File: config.mk
export PLATFORM = sky130hd
export DESIGN_NAME = gt_rx_word_align_flat
export DESIGN_NICKNAME = d
export VERILOG_FILES = /design/src/rtl/gt_rx_word_align_if.sv /design/src/rtl/gt_rx_word_align.sv /design/src/flat_wrapper.sv
export SDC_FILE = /design/constraint.sdc
export NUM_CORES = 1
export LEC_CHECK = 0
export BUFFER_PORTS_ARGS = -buffer_cell sky130_fd_sc_hd__clkbuf_2
export CAP_MARGIN = 20
export CORE_AREA = 2 2 102 128
export CTS_BUF_LIST = sky130_fd_sc_hd__clkbuf_4
export DETAILED_ROUTE_END_ITERATION = 10
export DIE_AREA = 0 0 104 130
export MAX_ROUTING_LAYER = met4
export PLACE_DENSITY_LB_ADDON = 0.05
export SLEW_MARGIN = 20
export SYNTH_ARGS = -nofsm -noshare
export SYNTH_HDL_FRONTEND = slang
export SYNTH_SLANG_ARGS = --single-unit
File: constraint.sdc
create_clock -name rx_clk -period 5.68 [get_ports rx_clk]
set_clock_uncertainty 0.1 [all_clocks]
set_input_delay 0.852 -clock rx_clk [delete_from_list [all_inputs] [get_ports rx_clk]]
set_output_delay 0.852 -clock rx_clk [all_outputs]
set_load 0.02 [all_outputs]
File: src/rtl/gt_rx_word_align_if.sv
`default_nettype none
// +--------------------------------------------------------------------------+
// | gt_rx_word_align_if : raw GT RX word in, word-aligned stream out          |
// | Revision 1.0                                                             |
// +--------------------------------------------------------------------------+
interface gt_rx_word_align_if;
  logic [31:0] rxdata;
  logic [3:0]  rxcharisk;
  logic        rx_aligned;
  logic [31:0] data;
  logic [3:0]  charisk;
  logic        valid;
  logic        link_up;
  logic [1:0]  offset;

  modport master (
    output rxdata, rxcharisk, rx_aligned,
    input  data, charisk, valid, link_up, offset
  );

  modport slave (
    input  rxdata, rxcharisk, rx_aligned,
    output data, charisk, valid, link_up, offset
  );
endinterface
`default_nettype wire

File: src/rtl/gt_rx_word_align.sv
`default_nettype none
// +--------------------------------------------------------------------------+
// | gt_rx_word_align : rotates GT RX byte lanes so K28.5 sits in byte 0,      |
// | qualified by a hunt/verify/lock state machine. Revision 1.0              |
// +--------------------------------------------------------------------------+
module gt_rx_word_align #(
  parameter logic [7:0] COMMA_BYTE = 8'hBC,
  parameter int         LOCK_CNT   = 4,
  parameter int         ERR_CNT    = 3,
  parameter int         TIMEOUT    = 1024
) (
  input  wire logic          rx_clk,
  input  wire logic          rx_rst_n,
  gt_rx_word_align_if.slave  rx
);

  localparam logic [3:0]  LOCK_MAX = 4'(LOCK_CNT);
  localparam logic [3:0]  ERR_MAX  = 4'(ERR_CNT);
  localparam logic [15:0] TO_MAX   = 16'(TIMEOUT);

  typedef enum logic [1:0] {
    ST_HUNT   = 2'd0,
    ST_VERIFY = 2'd1,
    ST_LOCKED = 2'd2
  } state_t;

  state_t      state, state_nxt;
  logic [1:0]  k, k_nxt;
  logic [3:0]  lock_cnt, lock_cnt_nxt;
  logic [3:0]  err_cnt, err_cnt_nxt;
  logic [15:0] to_cnt, to_cnt_nxt;

  logic [3:0]  hit;
  logic        comma_any;
  logic [1:0]  hit_idx;
  logic [3:0]  lock_inc;
  logic [3:0]  err_inc;
  logic [15:0] to_inc;

  logic [31:0] prev_data;
  logic [3:0]  prev_charisk;
  logic [31:0] aligned_data;
  logic [3:0]  aligned_charisk;

  for (genvar n = 0; n < 4; n++) begin : g_hit
    assign hit[n] = rx.rxcharisk[n] & (rx.rxdata[8*n +: 8] == COMMA_BYTE);
  end

  assign comma_any = |hit;

  // Lowest byte wins when several lanes carry a comma.
  always_comb begin
    hit_idx = 2'd0;
    if (hit[0])      hit_idx = 2'd0;
    else if (hit[1]) hit_idx = 2'd1;
    else if (hit[2]) hit_idx = 2'd2;
    else if (hit[3]) hit_idx = 2'd3;
  end

  assign lock_inc = lock_cnt + 4'd1;
  assign err_inc  = err_cnt + 4'd1;
  assign to_inc   = to_cnt + 16'd1;

  always_ff @(posedge rx_clk or negedge rx_rst_n) begin
    if (!rx_rst_n) begin
      state    <= ST_HUNT;
      k        <= 2'd0;
      lock_cnt <= 4'd0;
      err_cnt  <= 4'd0;
      to_cnt   <= 16'd0;
    end else begin
      state    <= state_nxt;
      k        <= k_nxt;
      lock_cnt <= lock_cnt_nxt;
      err_cnt  <= err_cnt_nxt;
      to_cnt   <= to_cnt_nxt;
    end
  end

  always_comb begin
    state_nxt    = state;
    k_nxt        = k;
    lock_cnt_nxt = lock_cnt;
    err_cnt_nxt  = err_cnt;
    to_cnt_nxt   = to_cnt;

    // Loss of byte alignment overrides everything, even a comma in the same word.
    if (!rx.rx_aligned) begin
      state_nxt    = ST_HUNT;
      lock_cnt_nxt = 4'd0;
      err_cnt_nxt  = 4'd0;
      to_cnt_nxt   = 16'd0;
    end else begin
      unique case (state)
        ST_HUNT: begin
          if (comma_any) begin
            k_nxt        = hit_idx;
            lock_cnt_nxt = 4'd1;
            err_cnt_nxt  = 4'd0;
            to_cnt_nxt   = 16'd0;
            state_nxt    = (LOCK_CNT == 1) ? ST_LOCKED : ST_VERIFY;
          end
        end
        ST_VERIFY: begin
          if (comma_any) begin
            if (hit_idx == k) begin
              lock_cnt_nxt = lock_inc;
              if (lock_inc == LOCK_MAX) begin
                state_nxt   = ST_LOCKED;
                err_cnt_nxt = 4'd0;
                to_cnt_nxt  = 16'd0;
              end
            end else begin
              k_nxt        = hit_idx;
              lock_cnt_nxt = 4'd1;
            end
          end
        end
        ST_LOCKED: begin
          if (!comma_any) begin
            to_cnt_nxt = to_inc;
            if (to_inc == TO_MAX) begin
              state_nxt    = ST_HUNT;
              lock_cnt_nxt = 4'd0;
              err_cnt_nxt  = 4'd0;
              to_cnt_nxt   = 16'd0;
            end
          end else if (hit_idx == k) begin
            err_cnt_nxt = 4'd0;
            to_cnt_nxt  = 16'd0;
          end else begin
            err_cnt_nxt = err_inc;
            if (err_inc == ERR_MAX) begin
              state_nxt    = ST_HUNT;
              lock_cnt_nxt = 4'd0;
              err_cnt_nxt  = 4'd0;
              to_cnt_nxt   = 16'd0;
            end
          end
        end
        default: begin
          state_nxt = ST_HUNT;
        end
      endcase
    end
  end

  // Aligned word spans the previous word's upper bytes and the current word's lower bytes.
  always_comb begin
    aligned_data    = prev_data;
    aligned_charisk = prev_charisk;
    unique case (k)
      2'd0: begin
        aligned_data    = prev_data;
        aligned_charisk = prev_charisk;
      end
      2'd1: begin
        aligned_data    = {rx.rxdata[7:0], prev_data[31:8]};
        aligned_charisk = {rx.rxcharisk[0], prev_charisk[3:1]};
      end
      2'd2: begin
        aligned_data    = {rx.rxdata[15:0], prev_data[31:16]};
        aligned_charisk = {rx.rxcharisk[1:0], prev_charisk[3:2]};
      end
      2'd3: begin
        aligned_data    = {rx.rxdata[23:0], prev_data[31:24]};
        aligned_charisk = {rx.rxcharisk[2:0], prev_charisk[3]};
      end
      default: begin
        aligned_data    = prev_data;
        aligned_charisk = prev_charisk;
      end
    endcase
  end

  always_ff @(posedge rx_clk or negedge rx_rst_n) begin
    if (!rx_rst_n) begin
      prev_data    <= 32'd0;
      prev_charisk <= 4'd0;
      rx.data      <= 32'd0;
      rx.charisk   <= 4'd0;
      rx.valid     <= 1'b0;
      rx.link_up   <= 1'b0;
    end else begin
      prev_data    <= rx.rxdata;
      prev_charisk <= rx.rxcharisk;
      rx.data      <= aligned_data;
      rx.charisk   <= aligned_charisk;
      rx.valid     <= (state == ST_LOCKED);
      rx.link_up   <= (state == ST_LOCKED);
    end
  end

  assign rx.offset = k;

endmodule
`default_nettype wire

File: src/flat_wrapper.sv
// flat-port wrapper written by rule: the top's interface ports become plain ports
module gt_rx_word_align_flat 
#(
  parameter logic [7:0] COMMA_BYTE = 8'hBC,
  parameter int         LOCK_CNT   = 4,
  parameter int         ERR_CNT    = 3,
  parameter int         TIMEOUT    = 1024
)
  (rx_clk, rx_rst_n, rx_rxdata, rx_rxcharisk, rx_rx_aligned, rx_data, rx_charisk, rx_valid, rx_link_up, rx_offset);
  gt_rx_word_align_if rx_i ();
  input  wire logic rx_clk;
  input  wire logic rx_rst_n;
  input wire logic [$bits(rx_i.rxdata)-1:0] rx_rxdata;
  input wire logic [$bits(rx_i.rxcharisk)-1:0] rx_rxcharisk;
  input wire logic [$bits(rx_i.rx_aligned)-1:0] rx_rx_aligned;
  output wire logic [$bits(rx_i.data)-1:0] rx_data;
  output wire logic [$bits(rx_i.charisk)-1:0] rx_charisk;
  output wire logic [$bits(rx_i.valid)-1:0] rx_valid;
  output wire logic [$bits(rx_i.link_up)-1:0] rx_link_up;
  output wire logic [$bits(rx_i.offset)-1:0] rx_offset;
  assign rx_i.rxdata = rx_rxdata;
  assign rx_i.rxcharisk = rx_rxcharisk;
  assign rx_i.rx_aligned = rx_rx_aligned;
  assign rx_data = rx_i.data;
  assign rx_charisk = rx_i.charisk;
  assign rx_valid = rx_i.valid;
  assign rx_link_up = rx_i.link_up;
  assign rx_offset = rx_i.offset;
  gt_rx_word_align #(.COMMA_BYTE(COMMA_BYTE), .LOCK_CNT(LOCK_CNT), .ERR_CNT(ERR_CNT), .TIMEOUT(TIMEOUT)) u_core (.rx_clk(rx_clk), .rx_rst_n(rx_rst_n), .rx(rx_i));
endmodule
==> results.rst, run 1 <==
.. list-table::
   :header-rows: 1

   * - Metric
     - Value
   * - RSZ-0062 raised after global routing
     - no
   * - Met3 Usage GRT
     - roughly 3.1%
   * - Worst max-slew margin expressed relative to the limit
     - between 30 and 40%
   * - Maximum clock path buffer count
     - 2
   * - Timing startpoint of the critical path
     - rx_rx_aligned
   * - Routed length per instance
     - between 15 and 20 um
   * - Met2 Track Usage GR
     - a little over a third
   * - Main combinational cell family by area after synthesis
     - multiplexers
   * - Standard-cell row count
     - 46
   * - Number of CTS-inserted buffers
     - 9
   * - Post-detailed-route count of antenna-violating nets
     - 0
   * - Total length of routed wires
     - around 12,000 um
   * - # fillers
     - around 1,200
   * - Number of hold-slack violations in the final timing report
     - 0
   * - CP Capture Type
     - register
   * - Pin slew with the least headroom to its limit
     - ~1.0 ns
   * - Synth Area in Compound Gates
     - 12.22%
   * - Post-Layout Cell Count
     - 644
   * - Adder-Cell Fraction of Synth Area
     - between 2 and 2.5%
   * - Part of the total power dissipated in combinational logic
     - ~24%
   * - Post-detailed-route DRC marker count
     - 0
   * - Max Fanout on Critical Path
     - 22
   * - Total via count after detailed routing
     - 3,721
   * - Synth Instances
     - just over 400
   * - Total overflow reported by the global router
     - 0
   * - Fraction of the cycle the final worst path needs
     - between 50% and 60%
   * - Critical Path Start Type
     - primary input
   * - Chip width
     - about 100 um
   * - Placement Cell Area
     - between 0.005 and 0.006 mm2
   * - Minimum clock period after layout
     - 3.216 ns
   * - Placed cell count
     - roughly 630
   * - Post-synth top area share
     - 48.78%
   * - Data arrival time of the worst path
     - approximately 3.5 ns
   * - Height of the die
     - 130 um
   * - Synth top cells by count
     - sky130_fd_sc_hd__dfrtp_1, sky130_fd_sc_hd__mux4_2, sky130_fd_sc_hd__nor2_1, sky130_fd_sc_hd__nand3_1, sky130_fd_sc_hd__nand2_1
   * - Sequential element share of the synthesized area
     - 48.78%
   * - Leakage power of the design
     - 0.002413 uW
   * - Insertion delay to the later sink of the worst-skew pair
     - about 0.46 ns
   * - Vias in the first global route
     - 3,768
   * - Crit path max-delay cell type
     - sky130_fd_sc_hd__nor2_1
   * - Netlist cell types
     - 80
   * - Share of power burned in registers
     - 52.3%
   * - Mean Syn Cell Area
     - around 13 um2
   * - Die footprint
     - around 0.014 mm2
   * - Total I/O pin count
     - 79
   * - CTS sink cnt
     - just over 100
   * - Post-CTS repair timing setup buffer count
     - 0
   * - IO Port Bufs
     - 78
   * - Cell accounting for the most synthesized area
     - sky130_fd_sc_hd__dfrtp_1
   * - Fraction of final layout cells sized beyond drive strength 1
     - between 30% and 40%
   * - Switching Share
     - approximately a third
   * - Critical path required time
     - slightly below 6 ns
   * - Min Hold Slack
     - 0.3017 ns
   * - Routing layer with the top usage in global route
     - met2
   * - Internal Dissipation
     - slightly below 1000 uW
   * - # resized after CTS
     - 0
   * - Cts hold-fix bufs
     - 0
   * - Placeable core region
     - approximately 0.012 mm2
   * - Violation count after the first detailed-route iteration
     - ~150
   * - Post-synth EDFFs
     - 0
   * - Power density relative to cell area
     - 259.9 mW/mm2
   * - Clock Pin Slew Worst Setup and Hold Paths
     - between 0.15 and 0.2 ns
   * - Leading cell types by total area after synthesis
     - sky130_fd_sc_hd__dfrtp_1, sky130_fd_sc_hd__mux4_2, sky130_fd_sc_hd__ha_1
   * - Design Area, Final
     - slightly below 0.006 mm2
   * - Total half-perimeter wirelength after legalization and detailed placement
     - 9022 um
   * - R2r startpoint
     - u_core.rx.offset[1]
   * - # setup viols final
     - 0
   * - Synth Area in Simple Gates
     - between 15 and 20%
   * - Largest stage delay on the critical path
     - approximately 0.63 ns
   * - Post-Syn Nets
     - between 400 and 500
   * - Fin Setup TNS
     - 0 ns
   * - Post-layout net count
     - around 520
   * - Library cell with the highest instance count after synthesis
     - sky130_fd_sc_hd__dfrtp_1
   * - Clock network power share
     - about a quarter
   * - Critical-path cell list
     - clkbuf_2, inv_1, nor2_1, nand2_1, a21oi_1, buf_4, o21ai_2, o41ai_1
   * - Pins over their slew limit
     - 0
   * - Run status
     - finished clean
   * - Antenna violations before repair
     - 1
   * - Total power draw
     - 1513 uW
   * - Via/cell ratio
     - ~5.8
   * - Maximum number of pins on one net before global-route repair
     - 55
   * - Switching component of the power
     - 519.0 uW
   * - Cell Area, Synth
     - around 0.0052 mm2
   * - Layout-stage area growth over the synthesis result
     - 12.32%
   * - Primary FF master, synth
     - sky130_fd_sc_hd__dfrtp_1
   * - WP buf/inv
     - 3
   * - Maximum achievable frequency
     - roughly 310 MHz
   * - Met1 Track Usage GR
     - between 20 and 25%
   * - Wire length of the first global-routing pass
     - roughly 20,000 um
   * - Routability Congestion
     - about 0.86
   * - Initial core utilization
     - between 40% and 50%
   * - Total of warnings raised by yosys
     - 0
   * - Path class of the lowest-slack min-delay path
     - in -> async
   * - Multiplexer fraction of the synthesized cell area
     - between 10% and 20%
   * - Count of TritonRoute iterations in the first routing pass
     - 4
   * - Count of state elements after synthesis
     - about 100
   * - Crit Path Category
     - in -> reg
   * - Total global-route track usage
     - ~19%
   * - Kind of cell adding the most delay to the critical path
     - simple AND/OR/NAND/NOR gates
   * - TritonCTS clock tree
     - yes
   * - H-tree depth
     - 3
   * - Clock root cell
     - sky130_fd_sc_hd__clkbuf_4
   * - Async SR Flop Fraction
     - 100.0%
   * - Max-cap viol count
     - 0
   * - Post-synthesis xor/xnor area fraction
     - 0.5071%
   * - Maximum vdd drop
     - 0.1171 mV
[cells by family after synthesis]
group                    count (synthesis)
AO/OA/AOI/OAI                           78
XOR/XNOR                                 3
adder cells (fa/ha/maj)                  9
buffers and inverters                   38
flip-flops                             101
multiplexers                            46
AND/OR/NAND/NOR                        128
[cell type report]
type | instances | area (um2) | area share [%]
Antenna cell | 1 | 2.502 | 0.04300
Clock buffer | 9 | 67.56 | 1.161
Clock inverter | 6 | 57.56 | 0.9890
Inverter | 13 | 48.80 | 0.8385
Multi-Input combinational cell | 264 | 2481 | 42.64
Sequential cell | 101 | 2529 | 43.45
Tap cell | 168 | 210.2 | 3.612
Timing Repair Buffer | 82 | 422.9 | 7.267
[power groups by stage]
stage | registers (uW) | clock network, uW | logic (uW)
finish | 790 | 355 | 367
detailed placement | 804 | 0 | 368
global route | 796 | 402 | 403
global placement | 803 | 0 | 365
floorplan | 816 | 0 | 239
CTS | 790 | 372 | 369
[final timing paths]
path / end / slack (ns) / cells past startpoint
min: u_core.prev_data[0] / 0.30 / 1
min in group rx_clk: u_core.prev_charisk[3] / 0.40 / 1
min reg2reg: u_core.to_cnt[15] / 0.44 / 1
max: u_core.to_cnt[6] / 2.46 / 8
max in group asynchronous: u_core.rx.data[10] / 4.10 / 2
max reg2reg: u_core.to_cnt[5] / 2.59 / 7
[per-layer routing]
metal  vias to the layer above  share of wire (%)
met5                         -                  0
met4                         0                1.6
met3                        18                3.3
met2                        81                 55
met1                      1913                 40
li1                       1709                  -
[cell usage in the layout, fill, tap and decap left out, drive strengths merged, types with 3 or more instances in the layout]
| cell type | netlist | layout |
|---|---|---|
| and3 | 6 | 6 |
| a21boi | 3 | 3 |
| clkinv | 0 | 4 |
| and4 | 3 | 3 |
| and3b | 3 | 3 |
| nand4 | 12 | 12 |
| inv | 13 | 15 |
| a21oi | 8 | 8 |
| buf | 18 | 5 |
| nor2b | 3 | 3 |
| o21a | 3 | 3 |
| clkbuf | 7 | 86 |
| ha | 9 | 9 |
| dfrtp | 101 | 101 |
| nor4 | 7 | 7 |
| o31ai | 8 | 8 |
| a32oi | 11 | 11 |
| o22ai | 4 | 4 |
| a211oi | 5 | 5 |
| mux4 | 36 | 36 |
| o21ai | 10 | 10 |
| mux2 | 6 | 6 |
| and2 | 9 | 9 |
| mux2i | 4 | 4 |
| nand3 | 16 | 16 |
| nand2 | 15 | 15 |
| nor2 | 18 | 18 |
| nor3 | 12 | 12 |
| nand2b | 6 | 6 |
| a31oi | 4 | 4 |
| or3 | 3 | 3 |
| or4 | 3 | 3 |
[flip-flops by register name, indices dropped and copies added (netlist names)]
name	count
u_core.prev_data	32
u_core.prev_charisk	4
u_core.rx.charisk	4
u_core.rx.valid	1
u_core.err_cnt	4
u_core.state	2
u_core.rx.data	32
u_core.to_cnt	16
u_core.rx.offset	2
u_core.lock_cnt	4
[per-stage QoR]
stage / worst slack [ns] / util (%)
2_1_floorplan: 2.622 / -
3_5_place_dp: 1.990 / 45.78
4_1_cts: 2.507 / 46.79
6_report: 2.464 / 46.81
3_3_place_gp: 2.061 / 45.78
5_1_grt: 2.298 / 46.81
(Power assumes the default switching activity.)
==> inputs of run 2 (changes only) <==
==> constraint.sdc (replaced) <==
create_clock -name rx_clk -period 3.3 [get_ports rx_clk]
set_clock_uncertainty 0.1 [all_clocks]
set_input_delay 0.495 -clock rx_clk [delete_from_list [all_inputs] [get_ports rx_clk]]
set_output_delay 0.495 -clock rx_clk [all_outputs]
set_load 0.02 [all_outputs]
==> run 2 against run 1 <==
- via count is 2.0% lower
- critical path depth is 1 higher
- first-iteration DRC count down 16%
- sequential power up 72%
- die area did not move
- flip-flop and latch count is the same
- combinational power rose by 80%
- clock power is 71% higher
- total power rose by 73%
- non-clock buffer count grew 11
- final area is 1.8% higher
- worst setup slack worse by 2.2 ns
- critical path type unchanged
- largest power group unchanged
==> results.rst, run 2 (synthesized netlist as in run 1, its figures left out) <==
.. list-table::
   :header-rows: 1

   * - Metric
     - Value
   * - Height of the die
     - 130 um (unchanged)
   * - Critical path required time
     - 3.55 ns (-2.39 ns)
   * - Crit Path Category
     - in -> reg
   * - Total overflow reported by the global router
     - 0 (unchanged)
   * - Kind of cell adding the most delay to the critical path
     - simple AND/OR/NAND/NOR gates
   * - Number of hold-slack violations in the final timing report
     - 0 (unchanged)
   * - Commonest non-fill, non-tap cells in the layout
     - sky130_fd_sc_hd__dfrtp_1, sky130_fd_sc_hd__clkbuf_2, sky130_fd_sc_hd__mux4_2
   * - Initial core utilization
     - 41.68% (unchanged)
   * - Min Hold Slack
     - 0.05810 ns (-0.2436 ns)
   * - WP buf/inv
     - 2 (-1)
   * - Worst R2R Setup Slack
     - 0.44 ns (-2.15 ns)
   * - Critical-path cell list
     - dlygate4sd3_1, clkbuf_2, nand4b_1, or4_4, and4_1, o21a_1, a211o_1, nor2_2, mux2_2
   * - # setup viols final
     - 0 (unchanged)
   * - Part of the total power dissipated in combinational logic
     - 25.2% (+0.9 points)
   * - Leakage power of the design
     - 0.002469 uW (+2.3%)
   * - Worst max-slew margin expressed relative to the limit
     - 54.71% (+21 points)
   * - Placed cell count
     - 635 (+1.1%)
   * - Total global-route track usage
     - 19.27% (-0.14 points)
   * - Total length of routed wires
     - 11,900 um (-2.7%)
   * - TritonCTS clock tree
     - yes
   * - Data arrival time of the worst path
     - 3.29 ns (-0.18 ns)
   * - Post-detailed-route count of antenna-violating nets
     - 0 (unchanged)
   * - Clock Pin Slew Worst Setup and Hold Paths
     - 0.15 ns (about the same)
   * - # fillers
     - 1,177 (+0.085%)
   * - Switching component of the power
     - 889.9 uW (+71%)
   * - Standard-cell row count
     - 46 (unchanged)
   * - Share of power burned in registers
     - 51.7% (-0.6 points)
   * - Total half-perimeter wirelength after legalization and detailed placement
     - 8771 um (-2.8%)
   * - Pin slew with the least headroom to its limit
     - 0.6793 ns (-0.3175 ns)
   * - Critical Path Start Type
     - primary input
   * - # resized after CTS
     - 0 (unchanged)
   * - Routed length per instance
     - 18.17 um (-4.4%)
   * - Die footprint
     - 0.01352 mm2 (unchanged)
   * - Placeable core region
     - 0.01243 mm2 (unchanged)
   * - Insertion delay to the later sink of the worst-skew pair
     - 0.46 ns (about the same)
   * - IO Port Bufs
     - 78 (unchanged)
   * - Total via count after detailed routing
     - 3,647 (-2.0%)
   * - Pins over their slew limit
     - 0 (unchanged)
   * - Max Fanout on Critical Path
     - 10 (-55%)
   * - Post-Layout Cell Count
     - 655 (+1.7%)
   * - Violation count after the first detailed-route iteration
     - 127 (-16%)
   * - Routability Congestion
     - 0.8668 (+0.87%)
   * - Maximum achievable frequency
     - ~330 MHz
   * - Run status
     - finished clean
   * - Fraction of final layout cells sized beyond drive strength 1
     - 34.57% (+0.67 points)
   * - Max-cap viol count
     - 0 (unchanged)
   * - Switching Share
     - 33.92% (-0.39 points)
   * - Fraction of the cycle the final worst path needs
     - roughly 90%
   * - Crit path max-delay cell type
     - sky130_fd_sc_hd__or4_4
   * - CP Capture Type
     - register
   * - Layout-stage area growth over the synthesis result
     - 14.34%
   * - Vias in the first global route
     - 3,657 (-2.9%)
   * - Maximum number of pins on one net before global-route repair
     - 54 (-1.8%)
   * - Count of TritonRoute iterations in the first routing pass
     - 4 (unchanged)
   * - Largest stage delay on the critical path
     - 0.54 ns (-0.09 ns)
   * - Internal Dissipation
     - 1734 uW (+74%)
   * - Clock root cell
     - sky130_fd_sc_hd__clkbuf_4
   * - Clock network power share
     - 23.1% (-0.4 points)
   * - Total I/O pin count
     - 79 (unchanged)
   * - Minimum clock period after layout
     - just over 3 ns
   * - Commonest non-fill, non-tap cell in the layout
     - sky130_fd_sc_hd__dfrtp_1
   * - CTS sink cnt
     - 101 (unchanged)
   * - Power density relative to cell area
     - 442.8 mW/mm2 (+70%)
   * - Post-detailed-route DRC marker count
     - 0 (unchanged)
   * - Largest regs
     - u_core.prev_data x32, u_core.rx.data x32, u_core.to_cnt x16
   * - Post-layout net count
     - 530 (+2.1%)
   * - Wire length of the first global-routing pass
     - 19,750 um (-1.1%)
   * - Maximum vdd drop
     - 0.2233 mV (+91%)
   * - Antenna violations before repair
     - 1 (unchanged)
   * - Number of CTS-inserted buffers
     - 9 (unchanged)
   * - RSZ-0062 raised after global routing
     - no
   * - Via/cell ratio
     - 5.568 (-3.6%)
   * - Path class of the lowest-slack min-delay path
     - in -> reg
   * - Fin Setup TNS
     - 0 ns (unchanged)
   * - H-tree depth
     - 3 (unchanged)
   * - Chip width
     - 104 um (unchanged)
   * - Maximum clock path buffer count
     - 2 (unchanged)
run 2: area by class of cell:
| cell class | instances | area (um2) | share of cell area, % |
|---|---|---|---|
| repair buffers | 93 | 528.0 | 8.912 |
| well taps | 168 | 210.2 | 3.548 |
| multi-input cells | 264 | 2481 | 41.88 |
| clock buffers | 9 | 67.56 | 1.140 |
| diodes | 1 | 2.502 | 0.04224 |
| flip-flops and latches | 101 | 2529 | 42.68 |
| inverters | 13 | 48.80 | 0.8237 |
| clock inverters | 6 | 57.56 | 0.9715 |
run 2: worst paths after layout:
check,from,end,cells past startpoint
min in group asynchronous,rx_rst_n,u_core.rx.data[8],2
hold / removal,rx_rxdata[28],u_core.prev_data[28],1
max in group asynchronous,rx_rst_n,u_core.state[0],3
hold reg to reg,u_core.to_cnt[15],u_core.to_cnt[15],1
setup / recovery,rx_rxdata[30],u_core.err_cnt[1],9
setup reg to reg,u_core.to_cnt[0],u_core.lock_cnt[0],8
run 2: worst reg2reg max path: stages, from the launching register on:
cell                       delay (ns)
sky130_fd_sc_hd__dfrtp_1         0.49
sky130_fd_sc_hd__ha_1            0.28
sky130_fd_sc_hd__nand2_2         0.16
sky130_fd_sc_hd__nor4_4          0.38
sky130_fd_sc_hd__mux2i_1         0.18
sky130_fd_sc_hd__a211oi_4        0.34
sky130_fd_sc_hd__a32oi_2         0.24
sky130_fd_sc_hd__a21oi_2         0.26
sky130_fd_sc_hd__mux2_2          0.35
run 2: what timing repair did:
item / CTS / global route
buffers inserted: 0 / 0
hold endpoints to repair: 50 / 1
hold buffers: 3 / 1
run 2: per-layer routing:
layer,wire length (um),GRT usage [%],part of all wire (%)
met5,0,-,0
met4,237,7.154,2.0
met3,377,2.997,3.2
met2,6164,32.70,52
met1,5120,23.59,43
run 2: power groups by stage:
stage	Clock [uW]	Sequential (uW)	Combinational, uW
global route	691	1370	723
detailed placement	0	1380	661
finish	606	1360	661
CTS	643	1360	667
floorplan	0	1400	411
global placement	0	1380	662
run 2: per-stage QoR:
step / cell area (um2) / utilization (%) / total power [uW] / setup WS [ns]
final: 5924 / 47.65 / 2624 / 0.2588
after floorplan: 5181 / - / 1816 / 0.5986
after CTS: 5912 / 47.55 / 2667 / 0.3729
after global routing: 5924 / 47.65 / 2783 / 0.08955
after global placement: 5757 / 46.31 / 2040 / 0.3311
after detailed placement: 5757 / 46.31 / 2042 / 0.3010
==> inputs of run 3 (changes only) <==
--- a/config.mk
+++ b/config.mk
@@ -7,12 +7,13 @@
 export LEC_CHECK = 0
 export BUFFER_PORTS_ARGS = -buffer_cell sky130_fd_sc_hd__clkbuf_2
 export CAP_MARGIN = 20
-export CORE_AREA = 2 2 102 128
+export CORE_AREA = 2 2 87 110
 export CTS_BUF_LIST = sky130_fd_sc_hd__clkbuf_4
 export DETAILED_ROUTE_END_ITERATION = 10
-export DIE_AREA = 0 0 104 130
+export DIE_AREA = 0 0 89 112
 export MAX_ROUTING_LAYER = met4
 export PLACE_DENSITY_LB_ADDON = 0.05
+export SETUP_SLACK_MARGIN = 0.3
 export SLEW_MARGIN = 20
 export SYNTH_ARGS = -nofsm -noshare
 export SYNTH_HDL_FRONTEND = slang
==> constraint.sdc (replaced) <==
create_clock -name rx_clk -period 3.05 [get_ports rx_clk]
set_clock_uncertainty 0.1 [all_clocks]
set_input_delay 0.4575 -clock rx_clk [delete_from_list [all_inputs] [get_ports rx_clk]]
set_output_delay 0.4575 -clock rx_clk [all_outputs]
set_load 0.02 [all_outputs]
==> run 3 against run 2 <==
- sequential share of layout area is 1.6 points lower
- combinational power is 16% higher
- flip-flop and latch count stayed put
- via count is 5.2% higher
- largest cell class unchanged
==> results.rst, run 3 (synthesized netlist as in run 1, its figures left out) <==
.. list-table::
   :header-rows: 1

   * - Metric
     - Value
   * - Routed length per instance
     - 18.62 um (+2.5%)
   * - Maximum vdd drop
     - 0.2773 mV (+24%)
   * - Commonest non-fill, non-tap cells in the layout
     - sky130_fd_sc_hd__dfrtp_1, sky130_fd_sc_hd__clkbuf_2, sky130_fd_sc_hd__mux4_2
   * - Critical path required time
     - 3.31 ns (-0.24 ns)
   * - Met2 routed WL
     - 6272 um (+1.8%)
   * - Die footprint
     - 0.009968 mm2 (-26%)
   * - Crit Path Category
     - reg -> reg
   * - Chip width
     - 89 um (-14%)
   * - Height of the die
     - 112 um (-14%)
   * - # setup viols final
     - 0 (unchanged)
   * - Vias in the first global route
     - 3,806 (+4.1%)
   * - Total global-route track usage
     - 25.81% (+6.5 points)
   * - Fraction of final layout cells sized beyond drive strength 1
     - 37.48% (+2.9 points)
   * - Count of TritonRoute iterations in the first routing pass
     - 4 (unchanged)
   * - Fraction of the cycle the final worst path needs
     - between 80% and 90%
   * - Clock root cell
     - sky130_fd_sc_hd__clkbuf_4
   * - H-tree depth
     - 3 (unchanged)
   * - CP Capture Type
     - register
   * - Worst Slack Setup Final
     - 0.4100 ns (+0.1511 ns)
   * - Pins over their slew limit
     - 0 (unchanged)
   * - Total via count after detailed routing
     - 3,838 (+5.2%)
   * - Design Area, Final
     - 0.006172 mm2 (+4.2%)
   * - Path class of the lowest-slack min-delay path
     - in -> reg
   * - Critical Path Start Type
     - register
   * - Power density relative to cell area
     - 503.8 mW/mm2 (+14%)
   * - Standard-cell row count
     - 39 (-15%)
   * - Via/cell ratio
     - 6.092 (+9.4%)
   * - Violation count after the first detailed-route iteration
     - 200 (+57%)
   * - CTS sink cnt
     - 101 (unchanged)
   * - Placement-stage worst setup slack
     - 0.09742 ns (-0.2036 ns)
   * - Largest regs
     - u_core.prev_data x32, u_core.rx.data x32, u_core.to_cnt x16
   * - Max-cap viol count
     - 0 (unchanged)
   * - Min Hold Slack
     - 0.03667 ns (-0.02143 ns)
   * - Highest metal layer with signal wires
     - met4
   * - Routability Congestion
     - 0.8843 (+2.0%)
   * - Initial core utilization
     - 57.71% (+16 points)
   * - Number of hold-slack violations in the final timing report
     - 0 (unchanged)
   * - Placeable core region
     - 0.008979 mm2 (-28%)
   * - Post-detailed-route DRC marker count
     - 0 (unchanged)
   * - Commonest non-fill, non-tap cell in the layout
     - sky130_fd_sc_hd__dfrtp_1
   * - Minimum clock period after layout
     - ~2.6 ns
   * - RSZ-0062 raised after global routing
     - no
   * - Total overflow reported by the global router
     - 0 (unchanged)
   * - Insertion delay to the later sink of the worst-skew pair
     - 0.45 ns (about the same)
   * - Maximum number of pins on one net before global-route repair
     - 55 (+1.9%)
   * - Antenna violations before repair
     - 0 (-1)
   * - Placement Cell Area
     - 0.005766 mm2 (+0.15%)
   * - Layout-stage area growth over the synthesis result
     - 19.13%
   * - Pin slew with the least headroom to its limit
     - 0.7321 ns (+0.05278 ns)
   * - Worst max-slew margin expressed relative to the limit
     - 50.78% (-3.9 points)
   * - Leakage power of the design
     - 0.002611 uW (+5.7%)
   * - Post-layout net count
     - 551 (+4.0%)
   * - Clock Pin Slew Worst Setup and Hold Paths
     - 0.15 ns (about the same)
   * - Total length of routed wires
     - 11,730 um (-1.4%)
   * - Post-detailed-route count of antenna-violating nets
     - 0 (unchanged)
   * - Met3 Wirelength
     - 516 um (+37%)
   * - Wire length of the first global-routing pass
     - 19,180 um (-2.9%)
   * - N_diodes
     - 0 (-1)
   * - TritonCTS clock tree
     - yes
   * - Run status
     - finished clean
   * - Fin Setup TNS
     - 0 ns (unchanged)
   * - Number of CTS-inserted buffers
     - 9 (unchanged)
   * - Data arrival time of the worst path
     - 2.90 ns (-0.39 ns)
   * - Met1 Routed Length
     - 4646 um (-9.3%)
   * - Maximum clock path buffer count
     - 2 (unchanged)
   * - Utilization after layout
     - 68.74% (+21 points)
   * - Total half-perimeter wirelength after legalization and detailed placement
     - 8411 um (-4.1%)
   * - IO Port Bufs
     - 78 (unchanged)
   * - Total I/O pin count
     - 79 (unchanged)
   * - Max Fanout on Critical Path
     - 6 (-4)
   * - Maximum achievable frequency
     - around 380 MHz
## run 3: changes by cell type in the layout (fill, tap and decap cells not counted), sizes merged
cell / change
diode: -1
bufinv: +3
buf: +12
clkinvlp: +1
clkinv: -4
dlygate4sd3: +9
## run 3: what timing repair did
item | CTS | global route
hold endpoints to repair | 63 | 2
buffers inserted | 2 | 3
pin swaps | 2 | 4
gates resized for setup | 3 | 11
hold buffers | 11 | 2
setup endpoints to repair | 6 | 21
## run 3: where the power goes
| part | total [uW] | switching, uW | internal, uW |
|---|---|---|---|
| combinational | 765 | 452 | 313 |
| clock | 877 | 455 | 422 |
| sequential | 1470 | 51.2 | 1420 |
| total | 3110 | 958 | 2150 |
## run 3: area by class of cell
class,instances,area (um2)
clock buffers,9,67.56
clock inverters,6,120.1
well taps,123,153.9
flip-flops and latches,101,2536
fillers,709,2806
repair buffers,114,720.7
multi-input cells,264,2525
inverters,13,48.80
## run 3: path summary, 6_finish.rpt
kind                                         to  slack [ns]  cells past startpoint              from
max                          u_core.lock_cnt[3]        0.41                      8  u_core.to_cnt[1]
min                        u_core.prev_data[14]        0.04                      1     rx_rxdata[14]
max reg2reg                  u_core.lock_cnt[3]        0.41                      8  u_core.to_cnt[1]
min reg2reg                     u_core.state[1]        0.47                      1   u_core.state[1]
max in group asynchronous  u_core.prev_data[21]        1.69                      3          rx_rst_n
min in group asynchronous    u_core.rx.data[25]        0.46                      2          rx_rst_n
## run 3: critical path, cell delays in order (launching register included)
cell and delay (ns):
sky130_fd_sc_hd__dfrtp_1 0.42, sky130_fd_sc_hd__buf_4 0.16, sky130_fd_sc_hd__a211o_1 0.25, sky130_fd_sc_hd__a21oi_1 0.22, sky130_fd_sc_hd__o211ai_1 0.19, sky130_fd_sc_hd__a211oi_4 0.42, sky130_fd_sc_hd__a32oi_4 0.21, sky130_fd_sc_hd__a221o_1 0.38
sky130_fd_sc_hd__a32o_1 0.20
## run 3: per-layer routing
metal | GRT usage [%] | vias to the layer above
met3 | 4.003 | 24
li1 | - | 1774
met1 | 31.44 | 1932
met5 | - | -
met4 | 9.652 | 0
met2 | 42.99 | 108
## run 3: metrics by stage
stage	std cells	power (uW)
CTS	625	3104
detailed placement	597	2215
global route	630	3274
finish	630	3109
global placement	597	2205
floorplan	403	1964
